`src/rtl/light_game_pkg.sv`:
```
// Shared types and constants for the catch-the-light round controller.
`timescale 1ns/1ps
package light_game_pkg;

  typedef enum logic [1:0] {
    IDLE,
    ARM,
    PLAY,
    OVER
  } state_t;

  localparam logic [15:0] LFSR_SEED = 16'hACE1;
  // Taps 16,14,13,11 expressed as bit positions 15,13,12,10.
  localparam logic [15:0] LFSR_TAPS = 16'hB400;

  function automatic logic lfsr_fb(input logic [15:0] q);
    return ^(q & LFSR_TAPS);
  endfunction

endpackage

```
`src/rtl/lfsr16.sv`:
```
// Free-running 16-bit Fibonacci LFSR used to pick the next lit target.
`timescale 1ns/1ps
module lfsr16
  import light_game_pkg::*;
(
  input  logic        clk,
  input  logic        rst_n,
  output logic [15:0] q
);

  always_ff @(posedge clk or negedge rst_n) begin
    if (!rst_n) begin
      q <= LFSR_SEED;
    end else begin
      q <= {q[14:0], lfsr_fb(q)};
    end
  end

endmodule

```
`src/rtl/light_game_ctrl.sv`:
```
// Round controller for catch-the-light: arm timer, light target, score hits.
// Define MISS_PENALTY_EN to make misses cost one point (floor at zero).
`timescale 1ns/1ps
module light_game_ctrl
  import light_game_pkg::*;
#(
  parameter int NUM_LIGHTS = 8,
  parameter int SCORE_W    = 8
) (
  input  logic                  clk,
  input  logic                  rst_n,
  input  logic                  start,
  input  logic [NUM_LIGHTS-1:0] btn,
  input  logic                  time_up,
  output logic                  timer_rst,
  output logic [NUM_LIGHTS-1:0] led,
  output logic [SCORE_W-1:0]    score,
  output logic [SCORE_W-1:0]    high_score,
  output logic                  game_over,
  output logic                  busy
);

  localparam int IW = $clog2(NUM_LIGHTS);
  localparam logic [SCORE_W-1:0] SCORE_MAX = '1;

`ifdef MISS_PENALTY_EN
  localparam bit MISS_PENALTY = 1'b1;
`else
  localparam bit MISS_PENALTY = 1'b0;
`endif

  function automatic logic [NUM_LIGHTS-1:0] onehot(
    input logic [IW-1:0] idx
  );
    return NUM_LIGHTS'(1) << idx;
  endfunction

  state_t                state;
  logic [15:0]           lfsr_q;
  logic [IW-1:0]         target;
  logic [IW-1:0]         cand;
  logic [IW-1:0]         next_target;
  logic [NUM_LIGHTS-1:0] btn_q;
  logic [NUM_LIGHTS-1:0] rise;
  logic                  hit;
  logic                  miss;
  logic                  unused_lfsr;

  lfsr16 u_lfsr (
    .clk   (clk),
    .rst_n (rst_n),
    .q     (lfsr_q)
  );

  // Bumping a repeated candidate guarantees the light always moves.
  assign cand        = lfsr_q[IW-1:0];
  assign next_target = (cand == target) ? cand + IW'(1) : cand;
  assign unused_lfsr = ^lfsr_q[15:IW];

  assign rise = btn & ~btn_q;
  assign hit  = (rise == onehot(target));
  assign miss = (rise != '0) && !hit;

  always_ff @(posedge clk or negedge rst_n) begin
    if (!rst_n) begin
      state      <= IDLE;
      btn_q      <= '0;
      target     <= '0;
      timer_rst  <= 1'b0;
      led        <= '0;
      score      <= '0;
      high_score <= '0;
      game_over  <= 1'b0;
      busy       <= 1'b0;
    end else begin
      btn_q     <= btn;
      timer_rst <= 1'b0;
      unique case (state)
        IDLE: begin
          if (start) begin
            state     <= ARM;
            timer_rst <= 1'b1;
            busy      <= 1'b1;
          end
        end
        ARM: begin
          state  <= PLAY;
          score  <= '0;
          target <= next_target;
          led    <= onehot(next_target);
        end
        PLAY: begin
          if (time_up) begin
            state     <= OVER;
            led       <= '0;
            game_over <= 1'b1;
            busy      <= 1'b0;
          end else if (hit) begin
            if (score != SCORE_MAX) begin
              score <= score + SCORE_W'(1);
            end
            target <= next_target;
            led    <= onehot(next_target);
          end else if (miss && MISS_PENALTY && score != '0) begin
            score <= score - SCORE_W'(1);
          end
        end
        OVER: begin
          if (score > high_score) begin
            high_score <= score;
          end
          if (start) begin
            state     <= ARM;
            timer_rst <= 1'b1;
            busy      <= 1'b1;
            game_over <= 1'b0;
          end
        end
        default: state <= IDLE;
      endcase
    end
  end

endmodule

```
`config.mk`:
```
export PLATFORM = sky130hd
export DESIGN_NAME = light_game_ctrl
export DESIGN_NICKNAME = d
export VERILOG_FILES = /design/src/rtl/light_game_pkg.sv /design/src/rtl/lfsr16.sv /design/src/rtl/light_game_ctrl.sv
export SDC_FILE = /design/constraint.sdc
export NUM_CORES = 1
export LEC_CHECK = 0
export CAP_MARGIN = 20
export CELL_PAD_IN_SITES_DETAIL_PLACEMENT = 1
export CELL_PAD_IN_SITES_GLOBAL_PLACEMENT = 1
export CORE_ASPECT_RATIO = 0.75
export CORE_MARGIN = 2
export CORE_UTILIZATION = 47
export CTS_BUF_LIST = sky130_fd_sc_hd__clkbuf_16
export DETAILED_ROUTE_END_ITERATION = 7
export PLACE_DENSITY = 0.93
export SYNTH_ARGS = -nofsm -noshare
export SYNTH_HDL_FRONTEND = slang
export SYNTH_SLANG_ARGS = --single-unit
```
`constraint.sdc`:
```
create_clock -name clk -period 3.73 [get_ports clk]
set_input_delay 0.373 -clock clk [delete_from_list [all_inputs] [get_ports clk]]
set_output_delay 0.373 -clock clk [all_outputs]
set_load 0.02 [all_outputs]
```
======== Yosys cells after proc, flatten, opt, wreduce, memory -nomap -nowiden ========
Index checks and enable logic that the tools add are counted.
word-level totals
  output and inout port bits .............. 27
  input bits .............................. 12
  word-level logic and storage cells ...... 65
  register bits after elaboration ......... 56
cells by class
  reductions and logical operators ........ 13
  muxes and demuxes ....................... 22
  shift-type cells ........................ 2
  equality and inequality tests ........... 13
  bitwise logic cells ..................... 2
  add/subtract/negate cells ............... 2
  $lt $le $gt $ge ......................... 1
operator list
  kind                 count
  $mux 8               5
  $pmux 8 s2           2
  $reduce_xor 16->1    1
  $shl 1x3->8 const A  2
  $ne 2x2->1 const B   5
  $mux 3               3
  $reduce_and 3->1     3
  $add 8x1->8 const B  1
  $and 8x8->8          1
  $eq 8x8->1           1
  $gt 8x8->1           1
  $ne 8x8->1 const B   1
  $not 8->8            1
  $mux 1               6
  $pmux 2 s3           1
  $pmux 3 s2           1
  $reduce_and 2->1     3
  $reduce_bool 2->1    3
  $eq 2x2->1 const B   2
  $mux 2               2
  $pmux 1 s2           2
  $reduce_and 4->1     1
  $add 3x1->3 const B  1
  $eq 3x3->1           1
  other kinds (5)      5

======== Logic depth before layout (Yosys ltp) ========
  depth in word-level cells ............... 6
  mapped depth ............................ 9
  mapped depth without buffers ............ 8

======== Modules after synthesis ========
Synthesis repeated with hierarchy kept, for this count alone.
second synthesis, totals
  cell total of the unflattened synthesis .. 242
  area total of the unflattened synthesis .. 2765.2 um^2
by module, submodules not included
  module           area each (um^2)  sequential area each (um^2)  cells each  instances
  light_game_ctrl  2328.5            1001.0                       223         1
  lfsr16           436.7             410.4                        19          1

======== Worst setup path before layout ========
No wires, ideal clock.
  kind .................................... reg-to-reg
  start point ............................. register score[1]
  end point ............................... register high_score[0]
  path slack .............................. 1.656 ns
  library setup time ...................... 0.125 ns
  buffers on the path ..................... 1
  data arrival time ....................... 1.949 ns
  data required time ...................... 3.605 ns
  stages on the path, launching flop included .. 9
  period minus slack after synthesis ...... 2.074 ns
  cell sequence ........................... dfrtp_1 -> ha_1 -> nor2b_1 -> o21a_1 -> o21ai_0 -> a21oi_1 -> o221a_2 -> buf_2 -> mux2_2
between the ends
  cells in the longest elaborated chain, start to end .. 2
ends and longest elaborated chain
  element                            line                    source
  start, declared                    light_game_ctrl.sv:17   output logic [SCORE_W-1:0] score,
  start signal, assigned             light_game_ctrl.sv:100  score <= score + SCORE_W'(1);
  start signal, assigned             light_game_ctrl.sv:105  score <= score - SCORE_W'(1);
  $gt 8x8->1                         light_game_ctrl.sv:109  if (score > high_score) begin
  $reduce_and 2->1 (no source line)  --
  end signal, assigned               light_game_ctrl.sv:110  high_score <= score;
  end, declared                      light_game_ctrl.sv:18   output logic [SCORE_W-1:0] high_score,
No other way between the ends.
A chain may end at the register's enable or synchronous reset.

======== Worst setup path in the final report ========
  start point ............................. register target[0]
  end point ............................... register target[0]
between the ends
  cells in the longest elaborated chain, start to end .. 5
  elaborated cells between the ends (all ways) .. 9
  those cells by class .................... eq/ne: 3; shift: 1; mux: 4; reduce/logical: 1
ends and longest elaborated chain
  element                 line                    source
  start, declared         light_game_ctrl.sv:40   logic [IW-1:0] target;
  start signal, assigned  light_game_ctrl.sv:89   target <= next_target;
  start signal, assigned  light_game_ctrl.sv:102  target <= next_target;
  $eq 3x3->1              light_game_ctrl.sv:57   assign next_target = (cand == target) ? cand + IW'(1) : cand;
  $mux 3                  light_game_ctrl.sv:57
  $mux 3                  light_game_ctrl.sv:98   end else if (hit) begin
  $mux 3                  light_game_ctrl.sv:93   if (time_up) begin
  $pmux 3 s2              light_game_ctrl.sv:78   unique case (state)
Parallel ways exist; a longest one is shown, timed or not. The select of a mux whose other input is x is not followed.

==> qor.csv <==
stage,metric,value,unit
outcome,status,"complete, no violations",
detailed_routing,wl_per_cell,18.6,µm
floorplanning,die_y,70.8,µm
global_route,grt_usage,22.4,%
sta,max_freq,0.437,GHz
synth,synth_fa_ha_area_share,6.27,%
layout,design_area,3380,µm²
clock_network,post_cts_buffers,0,
critical_path,reg2regPathDepth,6,
sta,fin_hold_ws,0.161,ns
global_route,grt_max_degree,35,
detailed_routing,drt_iter0_markers,115,
synth,synth_cell_types,46,
sta,hold_viol_final,0,
detailed_routing,viasPerCell,5.50,
clock_network,h-tree-depth,2,
power_and_ir_drop,irDropWorstVdd,0.000413,V
layout,syn2layout_area_growth,21.0,%
floorplanning,core_area,5770,µm²
clock_network,hold_buffers,0,
critical_path,end_kind,flop,
critical_path,r2r-start,target[0]$_DFFE_PN0P_,
layout,final_common_cell,dfrtp_1,
synth,synth_area_per_cell,11.7,µm²
sta,max-slew-margin-rel,47.2,%
critical_path,crit_type,flop to flop,
power_and_ir_drop,power_density,617,nW/µm²
synth,synth_top_area_cell,dfrtp_1,
sta,finalCritPeriodShare,61.4,%
detailed_routing,detail-route-antenna-nets,0,
layout,layout.nets,302,
floorplanning,start_util,48.5,%
critical_path,critPathRequiredTime,3.91,ns
placed_design,place.gp.congestion,0.770,
synth,synthArstFlopShare,100,%
detailed_routing,post-route-drc-count,0,
synth,yosys_most_used_dff,dfrtp_1,
synth,synth_edf_count,0,
synth,ys_ff_latch,56,
sta,finalSetupTns,0,ns
sta,setup_violations,0,
sta,period_needed,2.29,ns
worst_hold_path,hold_class,input pin to async pin,
clock_network,cts_buffer_depth,2,
layout,final_cell_mix,"48 x dfrtp_1, 37 x clkdlybuf4s50_1, 20 x mux2_2, 16 x inv_1",
sta,skew,0.00568,ns
synth,syn_inst,238,
synth,yosysTopAreaCellShare,43.0,%
critical_path,crit_arrival,2.47,ns
critical_path,start_kind,flop,
synth,synth_top_family_by_area,simple AND/OR/NAND/NOR gates,
synth,ys_seq_area_share,50.5,%
critical_path,r2r_slack,1.44,ns
synth,synth_xor_xnor_area_share,5.28,%
clock_network,clk_latency,0.29,ns
clock_network,clk_pin_slew,0.07,ns
detailed_routing,totalWireLength,6610,µm
layout,drive_gt1_share,17.7,%
sta,fin_ws,1.44,ns
clock_network,cts_tree,yes,
clock_network,clockRootBuffer,clkbuf_16,
floorplanning,die_w,93.1,µm
global_route,grt_pass1_vias,2209,
global_route,antenna_found_initial,0,
sta,tightestPinTransition,0.792,ns
global_route,grt_pass1_wl,11500,µm
placed_design,dp_hpwl,4430,µm
clock_network,cts_resized,0,
synth,synth-compound-area-share,8.33,%
floorplanning,dieArea,6590,µm²
clock_network,cts_buffers,5,
layout,diodes,0,
placed_design,placed_cell_area,3210,µm²
synth,ys_warn_count,0,
sta,rsz0062_at_grt,no,
synth,syn_area,2800,µm²
synth,yosys.area_share.simple,15.8,%
placed_design,pre_cts_ws,1.33,ns
critical_path,cp_max_fo,14,
detailed_routing,dr.pass1.iters,4,
synth,synth_fp_nets,264,
floorplanning,io_pins,39,
sta,drv_slew,0,
global_route,overflow,0,
critical_path,r2r-end,target[0]$_DFFE_PN0P_,
synth,yosys-top-cells-area,"dfrtp_1 43%, mux2_2 8.1%, dfstp_2 7.5%",
flow_run,cap_violations,0,
floorplanning,rows,24,
power_and_ir_drop,p_leak,1.53,nW
placed_design,place.port_buffers,38,
synth,synth_mux_area_share,9.49,%
clock_network,clock_sinks,56,
detailed_routing,via_count,1951,
==> area by class of cell <==
class,instances,area (µm²)
inverters,16,60.1
well taps,78,97.6
repair buffers,39,383
clock inverters,3,42.5
multi-input cells,158,1260
clock buffers,5,125
flip-flops and latches,56,1410
fillers,622,2380
==> stage by stage <==
step | power [W] | instances | util [%]
after CTS | 0.00210 | 355 | 58.7
after global routing | 0.00221 | 355 | 58.7
final | 0.00209 | 355 | 58.7
after floorplan | 0.00130 | 238 | -
after detailed placement | 0.00154 | 347 | 55.8
after global placement | 0.00150 | 347 | 55.8
==> critical path: stages (launching register included) <==
cell     delay (ns)
dfrtp_1        0.60
nor3b_1        0.35
xnor2_1        0.17
nand4_2        0.15
nor3_4         0.45
o21ai_2        0.15
mux2_2         0.31
==> state kept, by name, summed over array words and instances, names as in the netlist <==
signal      cells
btn_q           8
state           2
led             8
target          3
timer_rst       1
high_score      8
u_lfsr.q       16
game_over       1
busy            1
score           8
==> how the worst max path moves through the flow <==
stage	cells past startpoint	end	start	slack [ns]
floorplan	8	high_score[0]$_DFFE_PN0P_	score[1]$_DFFE_PN0P_	1.66
global placement	7	target[0]$_DFFE_PN0P_	btn[4]	1.43
detailed placement	7	target[1]$_DFFE_PN0P_	btn[4]	1.33
CTS	6	target[0]$_DFFE_PN0P_	target[0]$_DFFE_PN0P_	1.43
global route	6	target[0]$_DFFE_PN0P_	target[0]$_DFFE_PN0P_	1.25
finish	6	target[0]$_DFFE_PN0P_	target[0]$_DFFE_PN0P_	1.44
==> per-layer routing <==
| layer | share of wire (%) | global-route usage, % | wire length, µm |
|---|---|---|---|
| met2 | 51 | 37.7 | 3350 |
| met1 | 45 | 30.0 | 2990 |
| met4 | 1.0 | 5.88 | 67 |
| met3 | 3.0 | 4.26 | 197 |
| met5 | 0 | 0 | 0 |
==> cells by family (layout without fill, tap and decap cells) <==
logic type	count (synthesis)	in the layout
xor gates and xnor gates	16	16
AOI/OAI and AO/OA	33	33
DFF	56	56
muxes	24	24
and+or+nand+nor	71	71
adders and majority gates	14	14
buffers and inverters	24	63
==> synthesized netlist by cell type, types with 2 or more instances <==
cell type  instances
nand4_2            2
nand2b_1           7
o211ai_1           3
ha_1              14
clkbuf_1           3
dfstp_2            8
nand4_1            3
a31oi_1            3
nand3_1            5
mux2_2            20
mux2i_1            4
nor4_1             8
dfrtp_1           48
o21ai_0            6
buf_6              4
inv_1             16
and2_1             3
a2bb2oi_1          2
xnor2_1           11
nand2_1           14
nor2b_1            6
nand3b_1           2
a21oi_1           10
nor2_1             7
nor3b_1            2
xor2_1             4
and3_1             4
==> power breakdown <==
part | internal [W] | switching (W)
registers | 0.000679 | 0.0000823
logic | 0.000342 | 0.000451
clock network | 0.000316 | 0.000218
Note: power is estimated with default switching activity, not from simulation.
